## config.mk

```make
export PLATFORM = sky130hd
export DESIGN_NAME = div_unit
export DESIGN_NICKNAME = d
export VERILOG_FILES = /design/src/rtl/div_pkg.sv /design/src/rtl/div_core.sv /design/src/rtl/div_unit.sv
export SDC_FILE = /design/constraint.sdc
export NUM_CORES = 1
export LEC_CHECK = 0
export BUFFER_PORTS_ARGS = -buffer_cell sky130_fd_sc_hd__buf_2
export CAP_MARGIN = 20
export CORE_MARGIN = 5
export CORE_UTILIZATION = 50
export CTS_CLUSTER_DIAMETER = 80
export DETAILED_ROUTE_END_ITERATION = 12
export PLACE_DENSITY = 0.78
export SLEW_MARGIN = 20
export SYNTH_ARGS = -nofsm -noshare
export SYNTH_HDL_FRONTEND = slang
export SYNTH_HIERARCHICAL = 1
export SYNTH_SLANG_ARGS = --single-unit
```

## constraint.sdc

```tcl
create_clock -name clk -period 6.4 [get_ports clk]
set_clock_uncertainty 0.15 [all_clocks]
set_input_delay 1.28 -clock clk [delete_from_list [all_inputs] [get_ports clk]]
set_output_delay 1.28 -clock clk [all_outputs]
set_load 0.01 [all_outputs]
```

## src/rtl/div_pkg.sv

```systemverilog
// rtl/div_pkg.sv - shared widths, operation codes and FSM states for the divider
package div_pkg;

    localparam int XLEN  = 32;
    localparam int CNT_W = $clog2(XLEN) + 1;

    // Encoding matches funct3[1:0] of the RV32M divide group.
    typedef enum logic [1:0] {
        DIV  = 2'b00,
        DIVU = 2'b01,
        REM  = 2'b10,
        REMU = 2'b11
    } div_op_e;

    typedef enum logic [1:0] {
        IDLE = 2'b00,
        CALC = 2'b01,
        DONE = 2'b10
    } div_state_e;

endpackage

```

## src/rtl/div_core.sv

```systemverilog
// rtl/div_core.sv - unsigned radix-2 restoring shift-subtract engine
//
// Ports:
//   clk, rst_n  clock, asynchronous active-low reset
//   load_i      capture dividend/divisor magnitudes, clear R/Q, cnt = XLEN-1
//   step_i      produce one quotient bit
//   dvd_i       unsigned dividend (used on load)
//   dvs_i       unsigned divisor (captured on load)
//   last_o      the current step is the final one (cnt == 0)
//   quo_o       quotient register
//   rem_o       partial / final remainder register
module div_core
    import div_pkg::*;
(
    input  logic            clk,
    input  logic            rst_n,
    input  logic            load_i,
    input  logic            step_i,
    input  logic [XLEN-1:0] dvd_i,
    input  logic [XLEN-1:0] dvs_i,
    output logic            last_o,
    output logic [XLEN-1:0] quo_o,
    output logic [XLEN-1:0] rem_o
);

    logic [XLEN-1:0]  rem_q;
    logic [XLEN-1:0]  dvd_q;
    logic [XLEN-1:0]  dvs_q;
    logic [XLEN-1:0]  quo_q;
    logic [CNT_W-1:0] cnt_q;

    // The stored remainder is always below the divisor, so XLEN bits hold it;
    // the shifted value needs one extra bit or an MSB-set unsigned operand
    // would lose its carry.
    logic [XLEN:0]   rem_sh;
    logic [XLEN:0]   rem_sub;
    logic            ge;

    assign rem_sh  = {rem_q, dvd_q[XLEN-1]};
    assign ge      = rem_sh >= {1'b0, dvs_q};
    assign rem_sub = rem_sh - {1'b0, dvs_q};

    assign last_o = (cnt_q == '0);
    assign quo_o  = quo_q;
    assign rem_o  = rem_q;

    always_ff @(posedge clk or negedge rst_n) begin
        if (!rst_n) begin
            rem_q <= '0;
            dvd_q <= '0;
            dvs_q <= '0;
            quo_q <= '0;
            cnt_q <= '0;
        end else if (load_i) begin
            rem_q <= '0;
            dvd_q <= dvd_i;
            dvs_q <= dvs_i;
            quo_q <= '0;
            cnt_q <= CNT_W'(XLEN - 1);
        end else if (step_i) begin
            rem_q <= ge ? rem_sub[XLEN-1:0] : rem_sh[XLEN-1:0];
            dvd_q <= {dvd_q[XLEN-2:0], 1'b0};
            quo_q <= {quo_q[XLEN-2:0], ge};
            cnt_q <= cnt_q - CNT_W'(1);
        end
    end

endmodule

```

## src/rtl/div_unit.sv

```systemverilog
// rtl/div_unit.sv - multi-cycle RV32M DIV/DIVU/REM/REMU unit with sign and special-case wrapper
//
// Ports:
//   clk, rst_n  clock, asynchronous active-low reset
//   start       request, honoured only in IDLE
//   div_ctrl    operation (funct3[1:0]): DIV, DIVU, REM, REMU
//   dividend    rs1, sampled with start
//   divisor     rs2, sampled with start
//   flush       abort the operation in flight
//   busy        high in CALC and DONE
//   done        one-cycle pulse, div_out valid
//   div_out     result, held until the next done
module div_unit
    import div_pkg::*;
(
    input  logic            clk,
    input  logic            rst_n,
    input  logic            start,
    input  logic [1:0]      div_ctrl,
    input  logic [XLEN-1:0] dividend,
    input  logic [XLEN-1:0] divisor,
    input  logic            flush,
    output logic            busy,
    output logic            done,
    output logic [XLEN-1:0] div_out
);

    div_state_e      state_q, state_d;
    logic            rem_sel_q, rem_sel_d;
    logic            neg_quo_q, neg_quo_d;
    logic            neg_rem_q, neg_rem_d;
    logic            special_q, special_d;
    logic [XLEN-1:0] spec_res_q, spec_res_d;
    logic [XLEN-1:0] out_q, out_d;
    logic            done_q, done_d;

    logic            core_load, core_step, core_last;
    logic [XLEN-1:0] core_quo, core_rem;

    div_op_e         op;
    logic            is_signed, is_rem, div_zero, ovf;
    logic [XLEN-1:0] dvd_mag, dvs_mag, quo_fix, rem_fix;

    assign op        = div_op_e'(div_ctrl);
    assign is_signed = (op == DIV) || (op == REM);
    assign is_rem    = (op == REM) || (op == REMU);
    assign div_zero  = (divisor == '0);
    assign ovf       = is_signed && (dividend == {1'b1, {(XLEN-1){1'b0}}})
                       && (divisor == {XLEN{1'b1}});

    assign dvd_mag = (is_signed && dividend[XLEN-1]) ? -dividend : dividend;
    assign dvs_mag = (is_signed && divisor[XLEN-1])  ? -divisor  : divisor;

    assign quo_fix = neg_quo_q ? -core_quo : core_quo;
    assign rem_fix = neg_rem_q ? -core_rem : core_rem;

    div_core u_core (
        .clk    (clk),
        .rst_n  (rst_n),
        .load_i (core_load),
        .step_i (core_step),
        .dvd_i  (dvd_mag),
        .dvs_i  (dvs_mag),
        .last_o (core_last),
        .quo_o  (core_quo),
        .rem_o  (core_rem)
    );

    always_comb begin
        state_d    = state_q;
        rem_sel_d  = rem_sel_q;
        neg_quo_d  = neg_quo_q;
        neg_rem_d  = neg_rem_q;
        special_d  = special_q;
        spec_res_d = spec_res_q;
        out_d      = out_q;
        done_d     = 1'b0;
        core_load  = 1'b0;
        core_step  = 1'b0;
        case (state_q)
            IDLE: begin
                // A start in the done cycle is refused so done can never
                // pulse on two consecutive cycles.
                if (start && !flush && !done_q) begin
                    rem_sel_d = is_rem;
                    neg_quo_d = is_signed && (dividend[XLEN-1] ^ divisor[XLEN-1]);
                    neg_rem_d = is_signed && dividend[XLEN-1];
                    if (div_zero || ovf) begin
                        special_d = 1'b1;
                        if (div_zero) begin
                            spec_res_d = is_rem ? dividend : {XLEN{1'b1}};
                        end else begin
                            // Overflow quotient equals the dividend (most negative value).
                            spec_res_d = is_rem ? {XLEN{1'b0}} : dividend;
                        end
                        state_d = DONE;
                    end else begin
                        special_d = 1'b0;
                        core_load = 1'b1;
                        state_d   = CALC;
                    end
                end
            end
            CALC: begin
                if (flush) begin
                    state_d = IDLE;
                end else begin
                    core_step = 1'b1;
                    if (core_last) begin
                        state_d = DONE;
                    end
                end
            end
            DONE: begin
                state_d = IDLE;
                if (!flush) begin
                    done_d = 1'b1;
                    out_d  = special_q ? spec_res_q : (rem_sel_q ? rem_fix : quo_fix);
                end
            end
            default: state_d = IDLE;
        endcase
    end

    always_ff @(posedge clk or negedge rst_n) begin
        if (!rst_n) begin
            state_q    <= IDLE;
            rem_sel_q  <= 1'b0;
            neg_quo_q  <= 1'b0;
            neg_rem_q  <= 1'b0;
            special_q  <= 1'b0;
            spec_res_q <= '0;
            out_q      <= '0;
            done_q     <= 1'b0;
        end else begin
            state_q    <= state_d;
            rem_sel_q  <= rem_sel_d;
            neg_quo_q  <= neg_quo_d;
            neg_rem_q  <= neg_rem_d;
            special_q  <= special_d;
            spec_res_q <= spec_res_d;
            out_q      <= out_d;
            done_q     <= done_d;
        end
    end

    assign busy    = (state_q != IDLE);
    assign done    = done_q;
    assign div_out = out_q;

endmodule

```

== After elaboration in Yosys (flattened, before gate mapping) ==
Cells that the tools add are included.

* Bits of input ports: 70
* Register bits after elaboration: 205

* Bitwise gates (word level): 2
* Order comparisons: 1
* Add/subtract/negate cells: 6
* Equality and inequality tests: 8
* Muxes and demuxes: 30
* Reduce and logical (&&, ||, !) cells: 22

{| class="wikitable"
|+ Operators with widths
! kind !! number
|-
| 32-bit two-way mux || 16
|-
| 32-bit negator || 4
|-
| 32-bit equality test (second input constant) || 2
|-
| 33-bit by 32-bit >= comparator with 1-bit output || 1
|-
| 32-bit zero test || 1
|-
| 32-bit subtractor || 1
|-
| 6-bit two-way mux || 2
|-
| 2-bit two-way mux || 4
|-
| 1-bit logical AND || 7
|-
| 1-bit two-way mux || 7
|-
| 2-bit equality test (second input constant) || 3
|-
| 6-bit zero test || 1
|-
| 2-bit AND reduction || 3
|-
| 6-bit by 1-bit subtractor with 6-bit output (second input constant) || 1
|-
| 2-bit zero test || 2
|-
| 2-bit case mux with 2 select lines || 1
|-
| 2-bit nonzero test || 2
|-
| 1-bit logical OR || 3
|-
| 3-bit inequality test (second input constant) || 1
|-
| 3-bit AND reduction || 1
|-
| 2-bit by 1-bit equality test with 1-bit output (second input constant) || 1
|-
| 1-bit zero test || 2
|-
| 2-bit inequality test (second input constant) || 1
|-
| 1-bit NOT || 1
|-
| 1-bit bitwise XOR || 1
|}

== Depth between registers and ports, before layout ==
* Depth in word-level cells: 9
* Gate-level depth with buffers: 13
* Mapped depth without buffers: 12

== Modules after synthesis ==
The synthesis kept the hierarchy.

{| class="wikitable"
|+ Modules (own cells, without submodules)
! module !! sequential area each (um^2) !! instances !! area each (um^2) !! cells each
|-
| div_core || 3353.2 || 1 || 7598.5 || 821
|-
| div_unit || 1776.7 || 1 || 6411.1 || 786
|}

== Worst setup path before layout ==
OpenSTA, ideal clock, no wires.

* Kind: input-to-reg
* Start: in divisor[24]
* End: reg u_core.rem_q[1], in the netlist u_core/rem_o[1]
* Path buffers: 3
* Path slack: 2.841 ns
* Setup time: 0.095 ns
* Data required time: 6.155 ns
* Data arrival time: 3.315 ns
* Stages: 9
* Path through: or4_1 -> nor4b_1 -> nand4bb_1 -> o21ai_1 -> nor2_1 -> clkbuf_1 -> clkbuf_1 -> clkbuf_1 -> a211oi_1

* Word-level cells in the longest chain between the ends: 7

{| class="wikitable"
|+ Ends and longest elaborated chain
! element !! RTL line !! RTL
|-
| start, declared || div_unit.sv:21 || <nowiki>input logic [XLEN-1:0] divisor,</nowiki>
|-
| 32-bit equality test || div_unit.sv:49 || <nowiki>&& (divisor == {XLEN{1'b1}});</nowiki>
|-
| 1-bit logical AND || div_unit.sv:49 ||
|-
| 1-bit logical OR * || div_unit.sv:88 || <nowiki>if (div_zero || ovf) begin</nowiki>
|-
| 1-bit two-way mux * || div_unit.sv:88 ||
|-
| 1-bit two-way mux * || div_unit.sv:84 || <nowiki>if (start && !flush && !done_q) begin</nowiki>
|-
| 1-bit two-way mux * || div_unit.sv:80 || <nowiki>case (state_q)</nowiki>
|-
| net core_load || div_unit.sv:37 || <nowiki>logic core_load, core_step, core_last;</nowiki>
|-
| 32-bit two-way mux or 2-bit nonzero test (tied branches) || - ||
|-
| end signal, assigned || div_core.sv:61 || <nowiki>rem_q <= ge ? rem_sub[XLEN-1:0] : rem_sh[XLEN-1:0];</nowiki>
|-
| end, declared || div_core.sv:26 || <nowiki>logic [XLEN-1:0] rem_q;</nowiki>
|}

Mark *: on every way through the listed nets, which the timed path passes. The rest lies on a longest branch.
A chain may end at the register's enable or synchronous reset.

== Worst setup path in the final report ==
* Start: in divisor[0]
* End: reg u_core.dvs_q[0]

* Word-level cells in the longest chain between the ends: 6

{| class="wikitable"
|+ Ends and longest elaborated chain
! element !! RTL line !! RTL
|-
| 32-bit equality test || div_unit.sv:49 ||
|-
| 1-bit logical AND || div_unit.sv:49 ||
|-
| 1-bit logical OR * || div_unit.sv:88 ||
|-
| 1-bit two-way mux * || div_unit.sv:88 ||
|-
| 1-bit two-way mux * || div_unit.sv:84 ||
|-
| 1-bit two-way mux * || div_unit.sv:80 ||
|-
| net core_load || div_unit.sv:37 ||
|-
| end signal, assigned || div_core.sv:57 || <nowiki>dvs_q <= dvs_i;</nowiki>
|-
| end, declared || div_core.sv:28 || <nowiki>logic [XLEN-1:0] dvs_q;</nowiki>
|}

Marked as above.

==> results.toml <==
[outcome]
status = "complete, no violations"

[global_route]
grt_max_degree = 138
overflow = 0
grt_first_pass_wirelength_um = 61790
antenna_found_initial = 4
grt_pass1_vias = 11330
track_usage = 0.2407

[worst_hold_path]
hold_end = "div_out[23]$_DFFE_PN0P_"
min-delay-start = "div_out[23]$_DFFE_PN0P_"
min_path_type = "reg2reg"
whs_path_depth = 2

[cts]
cts_buffers = 23
cts_resized = 0
clk_pin_slew_ns = 0.06
clockBufferDepth = 3
holdBufCountCts = 0
clockRootBuffer = "clkbuf_16"
cts_num_sinks = 205
cts_tree = "yes"
cts-htree-levels = 1
post-cts-setup-buffer-count = 0
clock_latency_ns = 0.52

[routing]
wl_per_cell_um = 18.83
drtIter0Drc = 1240
post_drt_via_cell_ratio = 5.980
dr.pass1.iters = 5
vias = 12260
finalWirelength_um = 38610
drtAntennaViolNets = 0
drc = 0

[setup_path]
crit_path_end_kind = "register"
required_ns = 6.65
cp_max_fo = 133
r2r_slack_ns = 2.67
worstPathArrival_ns = 4.26
crit_type = "in2reg"
reg2reg_to = "u_core/rem_o[29]$_DFFE_PN0P_"
reg2reg_depth = 11
start_kind = "input pin"
timing.rr.start = "u_core/rem_o[7]$_DFFE_PN0P_"

[logic_synthesis]
muxShareOfSynthArea = 0.08163
synth_compound_area_frac = 0.1979
ys_seq_area_frac = 0.3662
postSynthNetCount = 1717
async_flop_share = 1.000
ys.flop_type = "dfrtp_1"
synth_top_family_by_area = "compound AO/OA/AOI/OAI gates"
synth_top_area_cell = "dfrtp_1"
synth.distinct_cells = 81
synth_xor_area_frac = 0.09315
synthAdderAreaFrac = 0.03697
synth-seq-cells = 205
synth_simple_gate_area_frac = 0.1683
ys_warn_count = 6
syn_area_per_cell_um2 = 8.718
synth_area_leaders = "dfrtp_1 (37%), mux2i_1 (8.0%), xnor2_1 (5.5%)"
syn_area_um2 = 14010
synth_top_area_share = 0.3662
synth_edf_count = 0
netlist_instances = 1607

[floorplanning]
core_um2 = 27710
placementRows = 61
die_area_um2 = 31470
ios = 104
fp.dieH_um = 177.4
start_util = 0.5057
die_w_um = 177.4

[layout]
fillers = 2493
fin_util = 0.5578
area_growth_pct = 10.32
nets = 1765
final_common_cell = "dfrtp_1"
fin_cells = 2050
drive_gt1_frac = 0.1234
layout_common_cells = "dfrtp_1 (204), nor2_1 (159), nand2_1 (149), o21ai_0 (148), mux2i_1 (112)"

[timing]
worst_pin_slew_ns = 1.025
hold_viol = 0
finalCritPeriodShare = 0.6273
rsz0062_at_grt = "no"
maxClockFrequency_mhz = 249.1
slew_headroom = 0.3168
tns_ns = 0
fin_crit_ns = 4.014
setup_viol = 0
maxSlewViolCount = 0

[placement]
gp_congestion = 0.9304
placed_cells = 2008
hpwl_um = 28350
io_buffers = 103

[power_and_ir_drop]
p_per_area_nw_per_um2 = 371.8
leakagePower_nw = 6.999
max-vdd-ir-drop_mv = 0.2688

[flow_run]
maxCapViolations = 0
## how the worst max path moves through the flow
stage,start,to,slack (ns)
2_1_floorplan,divisor[24],u_core/rem_o[1]$_DFFE_PN0P_,2.84
3_3_place_gp,divisor[0],u_core/dvs_q[0]$_DFFE_PN0P_,1.96
3_5_place_dp,divisor[0],u_core/dvs_q[0]$_DFFE_PN0P_,1.87
4_1_cts,divisor[0],u_core/dvs_q[0]$_DFFE_PN0P_,2.38
5_1_grt,divisor[0],u_core/dvs_q[0]$_DFFE_PN0P_,2.19
6_report,divisor[0],u_core/dvs_q[0]$_DFFE_PN0P_,2.39
## cell type report
class	count	area, µm²	share of cell area
Sequential cell	205	5131	0.3320
Inverter	92	347.8	0.02251
Clock inverter	6	80.08	0.005181
Multi-Input combinational cell	1220	8115	0.5251
Timing Repair Buffer	113	636.9	0.04121
Clock buffer	33	663.1	0.04291
Tap cell	378	473.0	0.03060
Antenna cell	3	7.507	0.0004858
## per-stage QoR
step	area, µm²	power (mW)	setup WS, ns	hold WS, ns
floorplan	14010	3.752	2.841	0.3349
CTS	15440	5.710	2.384	0.3232
global route	15450	6.095	2.188	0.3376
detailed placement	14700	4.370	1.871	0.3107
finish	15450	5.745	2.386	0.3170
global placement	14700	4.313	1.958	0.2961
## worst max-delay path: stages
cell       delay, ns
buf_2           0.15
inv_1           0.06
ha_1            0.22
nor2b_1         0.15
nand4b_1        0.27
nand4bb_1       0.26
o21ai_1         0.19
nor2_4          0.77
buf_12          0.46
mux2_2          0.39
## sequential cells by signal, indices dropped and copies added, names as in the netlist
signal,flops
neg_quo_q,1
u_core/rem_o,32
neg_rem_q,1
spec_res_q,32
rem_sel_q,1
state_q,2
done,1
u_core/quo_o,32
special_q,1
u_core/dvd_q,32
u_core/dvs_q,32
div_out,32
u_core/cnt_q,6
## cells by family (layout without fill, tap and decap cells)
family	after synthesis	after routing
DFF	205	205
AOI/OAI and AO/OA	422	422
buffers and inverters	182	244
adders and majority gates	41	41
other	0	3
xor gates and xnor gates	149	149
and+or+nand+nor	494	494
muxes	114	114
## layer usage
| layer | wire length, µm | vias up | GRT usage |
|---|---|---|---|
| met4 | 1420 | 2 | 0.08508 |
| met5 | 13 | - | 0 |
| met1 | 17260 | 5866 | 0.3626 |
| met2 | 17090 | 500 | 0.3624 |
| li1 | - | 5817 | - |
| met3 | 2824 | 73 | 0.02280 |
## cells in the mapped netlist, drive strengths merged (22+ instances only)
master,instances
xor2,61
clkbuf,68
xnor2,88
or3,23
a21oi,93
o21ai,162
nand4,24
nand2,149
buf,22
ha,39
nor3,29
o31ai,34
a211oi,36
inv,92
nor2,161
mux2i,112
dfrtp,205
## report_power, final
part	leakage [nW]	switching, mW	internal, mW
registers	2.52	0.304	1.50
clock network	0.369	0.526	0.794
logic	4.11	1.61	1.02
total	7.00	2.44	3.31
Power figures use the tool's default switching activity.
